## src/rtl/div_if.sv

```systemverilog
// ---------------------------------------------------------------------------
// div_if : handshake/data bundle between the EX stage and the divider.
//
// Signals
//   start_i    EX stage holds a DIV/DIVU (held stable while ok_o is low)
//   signed_i   1 = DIV (two's complement), 0 = DIVU
//   opdata1_i  32-bit dividend
//   opdata2_i  32-bit divisor
//   annul_i    flush request, cancels any operation in progress
//   ok_o       0 = divider busy, stall the pipeline; 1 = EX may advance
//   ready_o    result_o is valid this cycle
//   result_o   {hi = remainder, lo = quotient}
//
// Modports
//   master : pipeline side (drives the request, observes the status)
//   slave  : divider side
// ---------------------------------------------------------------------------
interface div_if;
   logic        start_i;
   logic        signed_i;
   logic [31:0] opdata1_i;
   logic [31:0] opdata2_i;
   logic        annul_i;
   logic        ok_o;
   logic        ready_o;
   logic [63:0] result_o;

   modport master (
      output start_i, signed_i, opdata1_i, opdata2_i, annul_i,
      input  ok_o, ready_o, result_o
   );

   modport slave (
      input  start_i, signed_i, opdata1_i, opdata2_i, annul_i,
      output ok_o, ready_o, result_o
   );
endinterface

```

## src/rtl/div_unit.sv

```systemverilog
// ---------------------------------------------------------------------------
// div_unit : multi-cycle 32-bit radix-2 restoring divider for the EX stage.
//
// Divides operand magnitudes one bit per cycle, then applies the sign fix-up
// (quotient negated when the operand signs differ, remainder takes the sign
// of the dividend) for DIV; DIVU uses the raw operands. Divide by zero yields
// {dividend, 32'hFFFFFFFF}. ok_o is combinational so the pipeline stalls in
// the very cycle a divide is first presented.
//
// Ports
//   clk  : system clock
//   rst  : asynchronous, active-high reset
//   bus  : div_if.slave (start_i, signed_i, opdata1_i, opdata2_i, annul_i,
//          ok_o, ready_o, result_o)
//
// Build option
//   DIV_BYPASS_EN : when defined, a zero divisor or zero dividend skips the
//                   iterative phase and goes straight from IDLE to DONE.
// ---------------------------------------------------------------------------
module div_unit (
   input  logic clk,
   input  logic rst,
   div_if.slave bus
);

   typedef enum logic [1:0] {IDLE, BUSY, DONE} state_t;

   state_t      state;
   logic [4:0]  cnt;
   logic [31:0] quo_reg;       // dividend bits shift out of the top, quotient bits in at the bottom
   logic [31:0] rem_reg;       // partial remainder
   logic [31:0] divisor_reg;   // |divisor|
   logic [31:0] dividend_raw;  // unmodified dividend for the divide-by-zero result
   logic        qsign;
   logic        rsign;
   logic        dz;
   logic [63:0] result_reg;
   logic        ready_reg;

   // Operand magnitudes as seen in IDLE
   logic        op1_neg;
   logic        op2_neg;
   logic [31:0] abs1;
   logic [31:0] abs2;

   assign op1_neg = bus.signed_i & bus.opdata1_i[31];
   assign op2_neg = bus.signed_i & bus.opdata2_i[31];
   assign abs1    = op1_neg ? (32'd0 - bus.opdata1_i) : bus.opdata1_i;
   assign abs2    = op2_neg ? (32'd0 - bus.opdata2_i) : bus.opdata2_i;

   // One restoring step. The trial value needs 33 bits because the partial
   // remainder can be as large as divisor-1 before the shift.
   logic [32:0] trial;
   logic [32:0] diff;
   logic        no_borrow;
   logic [31:0] rem_step;
   logic [31:0] quo_step;

   assign trial     = {rem_reg, quo_reg[31]};
   assign diff      = trial - {1'b0, divisor_reg};
   assign no_borrow = ~diff[32];
   assign rem_step  = no_borrow ? diff[31:0] : trial[31:0];
   assign quo_step  = {quo_reg[30:0], no_borrow};

   // Sign fix-up applied to the values produced by the final step
   logic [31:0] quo_fix;
   logic [31:0] rem_fix;
   logic [63:0] final_result;

   assign quo_fix      = qsign ? (32'd0 - quo_step) : quo_step;
   assign rem_fix      = rsign ? (32'd0 - rem_step) : rem_step;
   assign final_result = dz ? {dividend_raw, 32'hFFFF_FFFF} : {rem_fix, quo_fix};

`ifdef DIV_BYPASS_EN
   logic        bypass_hit;
   logic [63:0] bypass_result;

   assign bypass_hit    = (bus.opdata2_i == 32'd0) | (bus.opdata1_i == 32'd0);
   // Zero divisor takes priority: 0/0 still reports {dividend, all ones}
   assign bypass_result = (bus.opdata2_i == 32'd0) ? {bus.opdata1_i, 32'hFFFF_FFFF} : 64'd0;
`endif

   always_ff @(posedge clk or posedge rst) begin
      if (rst) begin
         state        <= IDLE;
         cnt          <= 5'd0;
         quo_reg      <= 32'd0;
         rem_reg      <= 32'd0;
         divisor_reg  <= 32'd0;
         dividend_raw <= 32'd0;
         qsign        <= 1'b0;
         rsign        <= 1'b0;
         dz           <= 1'b0;
         result_reg   <= 64'd0;
         ready_reg    <= 1'b0;
      end else begin
         ready_reg <= 1'b0;
         case (state)
            IDLE: begin
               if (bus.start_i && !bus.annul_i) begin
                  quo_reg      <= abs1;
                  rem_reg      <= 32'd0;
                  divisor_reg  <= abs2;
                  dividend_raw <= bus.opdata1_i;
                  qsign        <= op1_neg ^ op2_neg;
                  rsign        <= op1_neg;
                  dz           <= (bus.opdata2_i == 32'd0);
                  cnt          <= 5'd0;
`ifdef DIV_BYPASS_EN
                  if (bypass_hit) begin
                     result_reg <= bypass_result;
                     ready_reg  <= 1'b1;
                     state      <= DONE;
                  end else begin
                     state <= BUSY;
                  end
`else
                  state <= BUSY;
`endif
               end
            end
            BUSY: begin
               if (bus.annul_i) begin
                  state <= IDLE;
               end else begin
                  rem_reg <= rem_step;
                  quo_reg <= quo_step;
                  cnt     <= cnt + 5'd1;
                  if (cnt == 5'd31) begin
                     result_reg <= final_result;
                     ready_reg  <= 1'b1;
                     state      <= DONE;
                  end
               end
            end
            // Always fall back to IDLE so a still-asserted start_i is not
            // mistaken for a fresh request of the same instruction.
            DONE:    state <= IDLE;
            default: state <= IDLE;
         endcase
      end
   end

   assign bus.ok_o     = ~(((state == IDLE) & bus.start_i & ~bus.annul_i) |
                           ((state == BUSY) & ~bus.annul_i));
   // A flush arriving in the DONE cycle suppresses the completion pulse
   assign bus.ready_o  = ready_reg & ~bus.annul_i;
   assign bus.result_o = result_reg;

endmodule

```

## src/flat_wrapper.sv

```systemverilog
// flat-port wrapper written by rule: the top's interface ports become plain ports
module div_unit_flat 
  (clk, rst, bus_start_i, bus_signed_i, bus_opdata1_i, bus_opdata2_i, bus_annul_i, bus_ok_o, bus_ready_o, bus_result_o);
  div_if bus_i ();
  input  logic clk;
  input  logic rst;
  input wire logic [$bits(bus_i.start_i)-1:0] bus_start_i;
  input wire logic [$bits(bus_i.signed_i)-1:0] bus_signed_i;
  input wire logic [$bits(bus_i.opdata1_i)-1:0] bus_opdata1_i;
  input wire logic [$bits(bus_i.opdata2_i)-1:0] bus_opdata2_i;
  input wire logic [$bits(bus_i.annul_i)-1:0] bus_annul_i;
  output wire logic [$bits(bus_i.ok_o)-1:0] bus_ok_o;
  output wire logic [$bits(bus_i.ready_o)-1:0] bus_ready_o;
  output wire logic [$bits(bus_i.result_o)-1:0] bus_result_o;
  assign bus_i.start_i = bus_start_i;
  assign bus_i.signed_i = bus_signed_i;
  assign bus_i.opdata1_i = bus_opdata1_i;
  assign bus_i.opdata2_i = bus_opdata2_i;
  assign bus_i.annul_i = bus_annul_i;
  assign bus_ok_o = bus_i.ok_o;
  assign bus_ready_o = bus_i.ready_o;
  assign bus_result_o = bus_i.result_o;
  div_unit u_core (.clk(clk), .rst(rst), .bus(bus_i));
endmodule
```

## config.mk

```make
export PLATFORM = sky130hd
export DESIGN_NAME = div_unit_flat
export DESIGN_NICKNAME = d
export VERILOG_FILES = /design/src/rtl/div_if.sv /design/src/rtl/div_unit.sv /design/src/flat_wrapper.sv
export SDC_FILE = /design/constraint.sdc
export NUM_CORES = 1
export LEC_CHECK = 0
export ABC_AREA = 1
export BUFFER_PORTS_ARGS = -buffer_cell sky130_fd_sc_hd__buf_2
export CELL_PAD_IN_SITES_DETAIL_PLACEMENT = 1
export CELL_PAD_IN_SITES_GLOBAL_PLACEMENT = 2
export CORE_MARGIN = 8
export CORE_UTILIZATION = 30
export CTS_CLUSTER_DIAMETER = 80
export CTS_CLUSTER_SIZE = 14
export DETAILED_ROUTE_END_ITERATION = 10
export PLACE_DENSITY = 0.81
export SLEW_MARGIN = 10
export SYNTH_ARGS = -nofsm -noshare
export SYNTH_HDL_FRONTEND = slang
export SYNTH_SLANG_ARGS = --single-unit
```

## constraint.sdc

```tcl
create_clock -name clk -period 6.13 [get_ports clk]
set_input_delay 0.3065 -clock clk [delete_from_list [all_inputs] [get_ports clk]]
set_output_delay 0.3065 -clock clk [all_outputs]
set_load 0.05 [all_outputs]
```

==> qor.csv, run 1 <==
metric;value;unit
largest cells by area after synthesis;dfrtp_1, nand2_1, inv_1, nor2_1, nand3_1;
most used cell, CP;nand2_1;
CP Max Fanout;11;
Fin. Hold Viols;0;
hold crit path type;in -> reg;
Slew @ Worst Pin;1189;ps
global route overflow;0;
post-CTS sizing;0;
Worst slew margin;20.74;%
max-cap viol count;0;
later-pin clock latency in the skew report;560;ps
prevailing post-synth register cell;dfrtp_1;
clock slew at reported path FFs;70;ps
HPWL after DPL;45.72;mm
PD cells;471.6;nW/um2
largest net degree at the start of global routing;74;
global-route wire length before repair;91.93;mm
VDD IR max;203.5;uV
final hold slack;41.73;ps
part of the cycle the worst path needs;79.25;%
startpoint types;register;
DRC viols;0;
GRT Overall Usage;20.58;%
IO buf count;134;
cell area after synthesis;14630;um2
CTS root buf;clkbuf_16;
crit path DAT;5300;ps
final setup fails;0;
Avg Vias per Cell;5.101;
Setup Buffers After CTS;0;
largest family of logic cells by synthesized area;simple AND/OR/NAND/NOR gates;
Starting Density;30.14;%
Synth Warn #;0;
H-tree depth;1;
FFs w/ async S/R, synth;100.0;%
status;completed;
most numerous cell in the Yosys netlist;nand2_1;
antenna cell count;0;
final wirelength;58.58;mm
total CTS buffers;22;
Tmin final;4858;ps
Layout fillers;6233;
Slew Viols, Final;0;
die height;236.8;um
Worst path top cell family by delay;simple AND/OR/NAND/NOR gates;
maximum clock frequency;0.2058;GHz
proportion of synthesized chip area in sequential cells;34.72;%
vias in the first global route;15653;
core footprint;48550;um2
max FFs per register;64;
slowest stage delay, CP;410;ps
number of routed nets with antenna violations;0;
setup TNS;0;ps
RePlAce Congestion;0.8646;
average wire per standard cell;19.77;um
top cells by count, synth;nand2_1, inv_1, nor2_1;
die area;56090;um2
Slowest-stage cell, CP;fa_1;
distinct cell type count of the synthesized netlist;55;
RSZ-0062 raised after global routing;no;
area share of fa/ha/maj cells after synthesis;3.387;%
Yosys reg bits;203;
number of buffers and inverters on the critical path;5;
Crit. End Element;register;
number of synthesized flops with an enable pin;0;
CTS Buffer Depth;3;
initial antenna violation count;1;
static leakage;9.273;nW
iteration-0 DRC count of the detailed router;848;
Syn Inst Count;2225;
syn nets;2333;
critical path class;reg -> reg;
Synth top area share;34.72;%
# IOs;135;
layout cells sized above 1;10.64;%
Simple-Gate Fraction of Synth Area;34.04;%
post-synthesis mux area share;0;%
hold_buf cts;5;
CTS tree;yes;
Die Wd;236.8;um
First-pass DRT Iterations;5;
Compound-Gate Fraction of Synth Area;12.97;%
clock sink count;203;
Yosys top cell by area;dfrtp_1;
Layout area overhead;13.90;%
final net count;2440;
Synth Area in XOR/XNOR;3.712;%
via count;15115;
CP required;6570;ps
Synth Area per Inst;6.575;um2
Layout Skew;31.50;ps
row cnt;81;
power by group:
group / internal [mW] / leakage (nW) / switching, mW / total (mW)
Sequential: 1.55 / 2.66 / 0.192 / 1.74
Clock: 0.792 / 0.354 / 0.643 / 1.44
Combinational: 1.35 / 6.26 / 3.33 / 4.68
Total: 3.69 / 9.27 / 4.17 / 7.86
final cells by class:
type | count | area [um2] | share of cell area (%)
Tap cell | 622 | 778.2 | 4.670
Clock inverter | 11 | 172.7 | 1.036
Timing Repair Buffer | 156 | 848.3 | 5.091
Inverter | 344 | 1299 | 7.794
Clock buffer | 22 | 550.5 | 3.304
Multi-Input combinational cell | 1605 | 7935 | 47.62
Sequential cell | 203 | 5080 | 30.49
worst register-to-register path: cells and delay by family, from the launching register on:
kind	cells	cell delay [ps]
DFF	1	360
and+or+nand+nor	21	3070
AOI/OAI and AO/OA	2	200
buffers and inverters	5	420
adders and majority gates	3	740
through the flow:
stage               power (mW)  util [%]  setup slack [ps]  cells  area, um2
finish                   7.858     34.33              1272   2963      16660
global route             8.532     34.33             771.7   2963      16660
CTS                      7.899     34.33              1304   2963      16660
detailed placement       6.408     32.73              1306   2925      15890
global placement         6.311     32.73              1478   2925      15890
floorplan                5.033         -             284.4   2225      14630
logic make-up after synthesis:
logic type / Yosys count
and+or+nand+nor: 1176
buffers and inverters: 417
AOI/OAI and AO/OA: 328
DFF: 203
xor gates and xnor gates: 62
adders and majority gates: 39
routing by layer:
metal / vias up / GRT usage, % / share of wire (%)
met5: - / 0 / 0
met4: 0 / 4.980 / 2.1
met3: 63 / 2.604 / 4.9
met2: 329 / 33.15 / 45
met1: 7428 / 28.96 / 48
li1: 7295 / - / -
cells in the final DEF, fill, tap and decap left out, types with 17 or more instances in the layout:
cell type / n
xor2_1: 49
clkbuf_16: 22
inv_1: 334
dfrtp_1: 203
nand3_1: 136
nor2_1: 213
a21oi_1: 84
ha_1: 38
buf_2: 134
nor3_1: 29
nand2_2: 20
nand4_1: 30
buf_4: 17
o21ai_0: 117
nand2_1: 697
o22ai_1: 59
final timing paths:
check,start,endpoint,slack [ps],cells after the start
hold reg to reg,u_core.bus.result_o[63],u_core.bus.result_o[63],480,2
min in group asynchronous,rst,u_core.bus.result_o[11],330,3
setup reg to reg,u_core.quo_reg[31],u_core.bus.result_o[28],1270,31
max in group asynchronous,rst,u_core.bus.result_o[61],4350,4
hold / removal,bus_opdata1_i[29],u_core.dividend_raw[29],40,3
setup / recovery,u_core.quo_reg[31],u_core.bus.result_o[28],1270,31
No activity file was read; power rests on OpenSTA's default activity.
==> inputs of run 2 (changes only) <==
- CORE_UTILIZATION: 30 -> 34
- PLACE_DENSITY: 0.81 -> 0.86
- clock period: 6.13 -> 4.9 ns (I/O delays scaled with it)
==> qor.csv, run 2 (synthesis results as in run 1) <==
metric;value;unit;change
final wirelength;58.90;mm;was 58.58 mm
later-pin clock latency in the skew report;550;ps;was 560 ps
Layout area overhead;13.66;%;was 13.90%
Layout Skew;29.61;ps;was 31.50 ps
initial antenna violation count;2;;was 1
iteration-0 DRC count of the detailed router;1045;;was 848
GRT Overall Usage;23.42;%;was 20.58%
hold crit path type;in -> reg;;unchanged
CTS Buffer Depth;3;;unchanged
Comb power frac;61.3;%;was 59.5%
average wire per standard cell;20.32;um;was 19.77 um
DP Area;15830;um2;was 15,890 um2
H-tree depth;1;;unchanged
layout cells sized above 1;10.71;%;was 10.64%
crit path DAT;4860;ps;was 5300 ps
Slew @ Worst Pin;1202;ps;was 1189 ps
DRC viols;0;;unchanged
slowest stage delay, CP;410;ps;about the same
RSZ-0062 raised after global routing;no;;unchanged
sequential power share;21.9;%;was 22.2%
RePlAce Congestion;0.9269;;was 0.8646
HPWL after DPL;45.63;mm;was 45.72 mm
max FFs per register;64;;unchanged
row cnt;76;;was 81
static leakage;9.293;nW;was 9.273 nW
CTS root buf;clkbuf_16;;unchanged
clock slew at reported path FFs;70;ps;about the same
global-route wire length before repair;92.54;mm;was 91.93 mm
startpoint types;register;;unchanged
Avg Vias per Cell;5.261;;was 5.101
final net count;2452;;was 2,440
setup TNS;0;ps;unchanged
final hold slack;24.17;ps;was 41.73 ps
Setup Buffers After CTS;0;;unchanged
PD cells;594.5;nW/um2;was 471.6 nW/um2
Slew Viols, Final;0;;unchanged
final setup fails;0;;unchanged
max-cap viol count;0;;unchanged
CP required;5340;ps;was 6570 ps
Starting Density;34.19;%;was 30.14%
Tmin final;4422;ps;was 4858 ps
CTS tree;yes;;unchanged
Switching Share;54.06;%;was 53.05%
antenna cell count;0;;unchanged
part of the cycle the worst path needs;90.25;%;was 79.25%
Crit. End Element;register;;unchanged
slack of the critical path;477.8;ps;was 1272 ps
Worst slew margin;19.84;%;was 20.74%
Int Pwr;4.542;mW;was 3.690 mW
# IOs;135;;unchanged
most used cell, CP;nand2_1;;unchanged
Die Wd;223.4;um;was 236.8 um
Clock power frac;16.7;%;was 18.3%
critical path class;reg -> reg;;unchanged
final core occ;38.86;%;was 34.33%
die height;223.4;um;was 236.8 um
pre-CTS WS;377.5;ps;was 1306 ps
post-route cell area;16630;um2;was 16,660 um2
via count;15252;;was 15,115
number of routed nets with antenna violations;0;;unchanged
vias in the first global route;15898;;was 15,653
Slowest-stage cell, CP;fa_1;;unchanged
status;completed;;unchanged
most frequent cells in the layout;nand2_1, inv_1, nor2_1;;unchanged
die area;49920;um2;was 56,090 um2
commonest non-fill, non-tap cell in the layout;nand2_1;;unchanged
First-pass DRT Iterations;5;;unchanged
maximum clock frequency;0.2261;GHz;was 0.2058 GHz
core footprint;42790;um2;was 48,550 um2
clock sink count;203;;unchanged
global route overflow;0;;unchanged
largest net degree at the start of global routing;110;;was 74
IO buf count;134;;unchanged
NetSw;5.344;mW;was 4.168 mW
Fin. Hold Viols;0;;unchanged
total CTS buffers;22;;unchanged
VDD IR max;308.5;uV;was 203.5 uV
CP Max Fanout;5;;was 11
run 2: cell types whose count changed in the layout (fill, tap and decap cells not counted), moves of 2 or more:
| cell | before | now |
|---|---|---|
| dlygate4sd3_1 | 5 | 13 |
| bufinv_16 | 3 | 1 |
| clkbuf_1 | 0 | 2 |
| clkinv_2 | 0 | 2 |
| buf_4 | 17 | 20 |
| inv_8 | 3 | 0 |
run 2: worst paths after layout:
kind	endpoint	slack [ps]	depth (start not counted)	start
max in group asynchronous	u_core.divisor_reg[3]	3120	4	rst
hold reg to reg	u_core.bus.result_o[49]	480	2	u_core.bus.result_o[49]
setup / recovery	u_core.bus.result_o[30]	480	31	u_core.quo_reg[31]
min in group asynchronous	u_core.bus.result_o[13]	340	3	rst
hold / removal	u_core.dividend_raw[24]	20	3	bus_opdata1_i[24]
setup reg to reg	u_core.bus.result_o[30]	480	31	u_core.quo_reg[31]
run 2: layout make-up:
cell class | count | area, um2
Fill cell | 5600 | 26160
Multi-Input combinational cell | 1605 | 7941
Sequential cell | 203 | 5080
Inverter | 344 | 1295
Timing Repair Buffer | 168 | 970.9
Tap cell | 546 | 683.2
Clock buffer | 24 | 558.0
Clock inverter | 9 | 100.1
run 2: per-stage QoR:
stage / total power, mW / instances
2_1_floorplan: 6.297 / 2225
3_3_place_gp: 8.046 / 2853
3_5_place_dp: 8.184 / 2853
4_1_cts: 9.901 / 2899
5_1_grt: 10.69 / 2899
6_report: 9.886 / 2899
run 2: power by group through the flow:
stage / Clock [mW] / Sequential [mW] / Combinational, mW
after floorplan: 0 / 2.12 / 4.18
after global placement: 0 / 2.18 / 5.87
after detailed placement: 0 / 2.19 / 5.99
after CTS: 1.70 / 2.16 / 6.04
after global routing: 1.76 / 2.20 / 6.73
final: 1.65 / 2.17 / 6.06
run 2: layer usage:
layer | global-route usage (%) | part of all wire (%) | vias up
met5 | 0 | 0 | -
met4 | 6.712 | 2.9 | 0
met3 | 2.915 | 4.7 | 69
met2 | 36.78 | 44 | 345
met1 | 33.35 | 48 | 7514
li1 | - | - | 7324
run 2: worst max-delay path: cells and delay by family, from the launching register on:
kind | cells | cell delay (ps)
and+or+nand+nor | 21 | 2630
adders and majority gates | 3 | 740
buffers and inverters | 5 | 400
DFF | 1 | 360
AOI/OAI and AO/OA | 2 | 180
run 2: repair_timing:
item | 4_1_cts | 5_1_grt
hold buffers | 13 | 0
resized for setup | 0 | 2
endpoints found under the setup margin | 0 | 2
endpoints found under the hold margin | 40 | 0
